File: config.mk
export PLATFORM = sky130hd
export DESIGN_NAME = instr_fetch_unit
export DESIGN_NICKNAME = d
export VERILOG_FILES = /design/src/rtl/riscv_pkg.sv /design/src/rtl/instr_fetch_unit.sv
export SDC_FILE = /design/constraint.sdc
export NUM_CORES = 1
export LEC_CHECK = 0
export CELL_PAD_IN_SITES_DETAIL_PLACEMENT = 0
export CELL_PAD_IN_SITES_GLOBAL_PLACEMENT = 2
export CORE_MARGIN = 1
export CORE_UTILIZATION = 23
export CTS_CLUSTER_DIAMETER = 60
export DETAILED_ROUTE_END_ITERATION = 6
export PLACE_DENSITY = 0.9
export SYNTH_ARGS = -nofsm -noshare
export SYNTH_HDL_FRONTEND = slang
export SYNTH_SLANG_ARGS = --single-unit
File: constraint.sdc
create_clock -name clk -period 2.9 [get_ports clk]
set_clock_uncertainty 0.2 [all_clocks]
set_input_delay 0.58 -clock clk [delete_from_list [all_inputs] [get_ports clk]]
set_output_delay 0.58 -clock clk [all_outputs]
set_load 0.02 [all_outputs]
File: src/rtl/riscv_pkg.sv
// Shared RISC-V front-end definitions: fetch FSM encoding, the reset NOP and
// the base opcode constants also consumed by the ALU control decoder.
package riscv_pkg;

    typedef enum logic [1:0] {
        FS_REQ  = 2'd0,
        FS_WAIT = 2'd1,
        FS_HOLD = 2'd2,
        FS_DROP = 2'd3
    } fetch_state_e;

    localparam logic [31:0] NOP_INSTR = 32'h0000_0013;  // addi x0,x0,0

    localparam logic [6:0] OP_R      = 7'b0110011;
    localparam logic [6:0] OP_I      = 7'b0010011;
    localparam logic [6:0] OP_LOAD   = 7'b0000011;
    localparam logic [6:0] OP_STORE  = 7'b0100011;
    localparam logic [6:0] OP_BRANCH = 7'b1100011;
    localparam logic [6:0] OP_JAL    = 7'b1101111;
    localparam logic [6:0] OP_JALR   = 7'b1100111;

endpackage

File: src/rtl/instr_fetch_unit.sv
// Fetch stage: owns the PC, keeps at most one instruction-memory request in
// flight, applies execute-stage redirects and hands one word at a time to decode.
module instr_fetch_unit
    import riscv_pkg::*;
#(
    parameter int          XLEN      = 32,
    parameter logic [31:0] RESET_PC  = 32'h0000_0000,
    parameter logic [31:0] RESET_NOP = NOP_INSTR
) (
    input  logic            clk,
    input  logic            rst,
    output logic            imem_req_valid,
    input  logic            imem_req_ready,
    output logic [XLEN-1:0] imem_req_addr,
    input  logic            imem_rsp_valid,
    input  logic [31:0]     imem_rsp_data,
    input  logic            redirect_valid,
    input  logic [XLEN-1:0] redirect_pc,
    output logic            out_valid,
    input  logic            out_ready,
    output logic [XLEN-1:0] out_pc,
    output logic [31:0]     out_instr,
    output logic [6:0]      opcode,
    output logic [2:0]      funct3,
    output logic [6:0]      funct7,
    output logic            misalign_err
);

    fetch_state_e    state_q;
    logic [XLEN-1:0] pc_q;
    logic [XLEN-1:0] out_pc_q;
    logic [31:0]     out_instr_q;
    logic            misalign_q;
    logic [XLEN-1:0] redir_tgt;

    assign redir_tgt = {redirect_pc[XLEN-1:2], 2'b00};

    // A same-cycle redirect suppresses both handshakes so nothing stale escapes.
    assign imem_req_valid = (state_q == FS_REQ)  && !redirect_valid;
    assign out_valid      = (state_q == FS_HOLD) && !redirect_valid;
    assign imem_req_addr  = pc_q;
    assign out_pc         = out_pc_q;
    assign out_instr      = out_instr_q;
    assign opcode         = out_instr_q[6:0];
    assign funct3         = out_instr_q[14:12];
    assign funct7         = out_instr_q[31:25];
    assign misalign_err   = misalign_q;

    always_ff @(posedge clk) begin
        if (rst) begin
            state_q     <= FS_REQ;
            pc_q        <= RESET_PC[XLEN-1:0];
            out_pc_q    <= '0;
            out_instr_q <= RESET_NOP;
            misalign_q  <= 1'b0;
        end else begin
            misalign_q <= redirect_valid && (redirect_pc[1:0] != 2'b00);
            case (state_q)
                FS_REQ: begin
                    if (redirect_valid)      pc_q    <= redir_tgt;
                    else if (imem_req_ready) state_q <= FS_WAIT;
                end
                FS_WAIT: begin
                    if (redirect_valid) begin
                        pc_q    <= redir_tgt;
                        state_q <= imem_rsp_valid ? FS_REQ : FS_DROP;
                    end else if (imem_rsp_valid) begin
                        out_instr_q <= imem_rsp_data;
                        out_pc_q    <= pc_q;
                        pc_q        <= pc_q + XLEN'(4);
                        state_q     <= FS_HOLD;
                    end
                end
                FS_HOLD: begin
                    if (redirect_valid) begin
                        pc_q    <= redir_tgt;
                        state_q <= FS_REQ;
                    end else if (out_ready) begin
                        state_q <= FS_REQ;
                    end
                end
                FS_DROP: begin
                    // The in-flight word belongs to the squashed path; a response
                    // arriving alongside a fresh redirect still retires it.
                    if (redirect_valid) pc_q    <= redir_tgt;
                    if (imem_rsp_valid) state_q <= FS_REQ;
                end
                default: state_q <= FS_REQ;
            endcase
        end
    end

endmodule

==> impl_metrics.tcl <==
set metrics [dict create \
    yosysTopAreaCell "dfxtp_1" \
    relSlewSlack_pct 41.5 \
    cts-htree-levels 3 \
    yosysWarnings 0 \
    met3_usage_pct 4.54 \
    grtUsageMet2_pct 23.7 \
    crit_type "in2out" \
    globalplace.congestion 0.770 \
    fin_ws_ns 0.194 \
    synth_compound_area_share_pct 18.6 \
    tightest_slew_ns 0.870 \
    cts_hold_buf 0 \
    yosysMostFrequentCell "nand2_1" \
    drtPass1Iterations 4 \
    whs_path_depth 2 \
    fin_nets 789 \
    synth_seq_cells 95 \
    insertion_delay_ns 0.35 \
    cts_sinks 95 \
    multi_input_area_sq_um 2130 \
    cts_buffers 9 \
    cts_root_buffer "clkbuf_16" \
    grt_max_degree 45 \
    crit_path_start_kind "input port" \
    hpwlAfterDp_mm 10.6 \
    wirelength_mm 15.0 \
    rows 50 \
    vias 4514 \
    placed_area_sq_um 6410 \
    ir_drop_uv 277 \
    fin_crit_ns 2.71 \
    p_leak_uw 0.00230 \
    synth_simple_gate_area_share_pct 27.5 \
    io_buffers 181 \
    fmax_mhz 370 \
    postRouteAntennaNets 0 \
    status "complete, no violations" \
    muxShareOfSynthArea_pct 0.459 \
    die_area_sq_um 19500 \
    slew_violations 0 \
    seq_area_sq_um 1900 \
    num_antenna_cells 0 \
    synth-async-reset-ratio_pct 0 \
    drive_gt1_share_pct 7.47 \
    hold_viol 0 \
    synth.top_cells.by_area "dfxtp_1 (44%), nand2_1 (12%), a21oi_1 (8.1%)" \
    synth_area_sq_um 4370 \
    ys_top_cells_by_count "nand2_1 (144), dfxtp_1 (95), a21oi_1 (71)" \
    rsz0062_at_grt "false" \
    syn2layout_area_growth_pct 53.3 \
    vias_per_cell 4.72 \
    worstSetupEndpointType "output pin" \
    grt_pass1_vias 4073 \
    antenna_found_initial 0 \
    yosysSeqAreaShare_pct 43.6 \
    synth_top_family_by_area "simple AND/OR/NAND/NOR gates" \
    cts_tree "built" \
    hold-path-endpoint "out_pc[23]" \
    initial_utilization_pct 23.4 \
    nFillCells 1982 \
    min-delay-path-class "reg2reg" \
    hold_ws_ns 0.251 \
    cap_violations 0 \
    dp_slack_ns 0.131 \
    path_max_fanout 3 \
    pin_count 186 \
    crit_arrival_ns 1.93 \
    drc 0 \
    setup_violations 0 \
    cts.path.max_buffers 2 \
    r2r_cells 4 \
    hold_start "out_pc[23]" \
    grt_use_total_pct 15.2 \
    synthAdderAreaFrac_pct 0.287 \
    fin_crit_sh_pct 93.3 \
    synth-edff-count 0 \
    tns_ns 0 \
    grt_pass1_wl_mm 23.0 \
    met1_usage_pct 20.4 \
    synth_top_area_share_pct 43.6 \
    synth_area_per_cell_sq_um 7.81 \
    design_area_sq_um 6690 \
    globalRoute.totalOverflow 0 \
    required_ns 2.12 \
    p_per_area_nw_per_um2 451 \
    regToRegEndpoint "imem_req_addr[31]" \
    postSynth.topFlopCell "dfxtp_1" \
    wire_per_inst_microns 15.6 \
    yosysUniqueCellTypes 56 \
    path_clk_slew_ns 0.07 \
    cts-resized-gates 0 \
    coreArea_sq_um 18600 \
    cts_setup_buffers 0 \
    synthCells 559 \
    grt-busiest-layer "met2" \
    r2r_start "imem_req_addr[8]" \
    r2r_setup_slack_ns 0.59 \
    drt_iter0_drc 198 \
    synthXorXnorAreaFrac_pct 1.00 \
    die_h_microns 140 \
    die_x_microns 140 \
]
-- area by class of cell --
cell class | instances | share of cell area (%)
multi-input cells | 392 | 31.8
well taps | 234 | 4.38
repair buffers | 206 | 30.4
inverters | 14 | 0.785
flip-flops and latches | 95 | 28.4
clock inverters | 7 | 0.823
clock buffers | 9 | 3.37
-- worst max-delay path by stage --
stage	slack (ns)	startpoint	end
after floorplan	0.40	redirect_valid	out_valid
after global placement	0.20	redirect_valid	imem_req_valid
after detailed placement	0.13	redirect_valid	imem_req_addr[11]
after CTS	0.19	redirect_valid	imem_req_valid
after global routing	0.12	redirect_valid	imem_req_valid
final	0.19	redirect_valid	imem_req_valid
-- registers in the layout, summed over array words and instances, names as in the netlist --
signal / cells
misalign_err: 1
out_pc: 30
imem_req_addr: 30
state_q: 2
out_instr: 32
-- kinds of logic after synthesis --
kind of cell | count (synthesis)
muxes | 2
other | 1
adders and majority gates | 1
AOI/OAI and AO/OA | 129
xor gates and xnor gates | 5
and+or+nand+nor | 251
buffers and inverters | 75
DFF | 95
-- critical path, stage by stage --
cell             delay (ns)
clkdlybuf4s50_1        0.49
nor3_1                 0.21
clkdlybuf4s50_1        0.64
-- through the flow --
step	total power [uW]	util, %	cells
finish	3020	35.9	957
global placement	1880	34.4	941
global route	3170	35.9	957
detailed placement	1880	34.4	941
floorplan	1630	-	562
CTS	3070	35.9	957
-- placed cells by master (no fill, tap or decap), drive strengths merged, types with 4 or more instances in the layout --
master	instances
nor3b	5
xnor2	5
clkbuf	9
nand2	144
a21oi	71
nand3	18
dfxtp	95
nor4	12
nand4	13
inv	17
buf	26
a2111oi	7
and4	6
o21ai	10
nor3	13
conb	4
clkdlybuf4s50	180
and3	6
nor2	18
a211oi	12
-- report_power, final --
part	internal (uW)	switching, uW
Sequential	1350	59.9
Clock	593	576
Combinational	230	213
-- layer usage --
layer	wire, microns	part of all wire (%)
met5	0	0
met1	7110	47
met2	6790	45
met4	150	1.0
met3	931	6.2
Power figures use the tool's default switching activity.
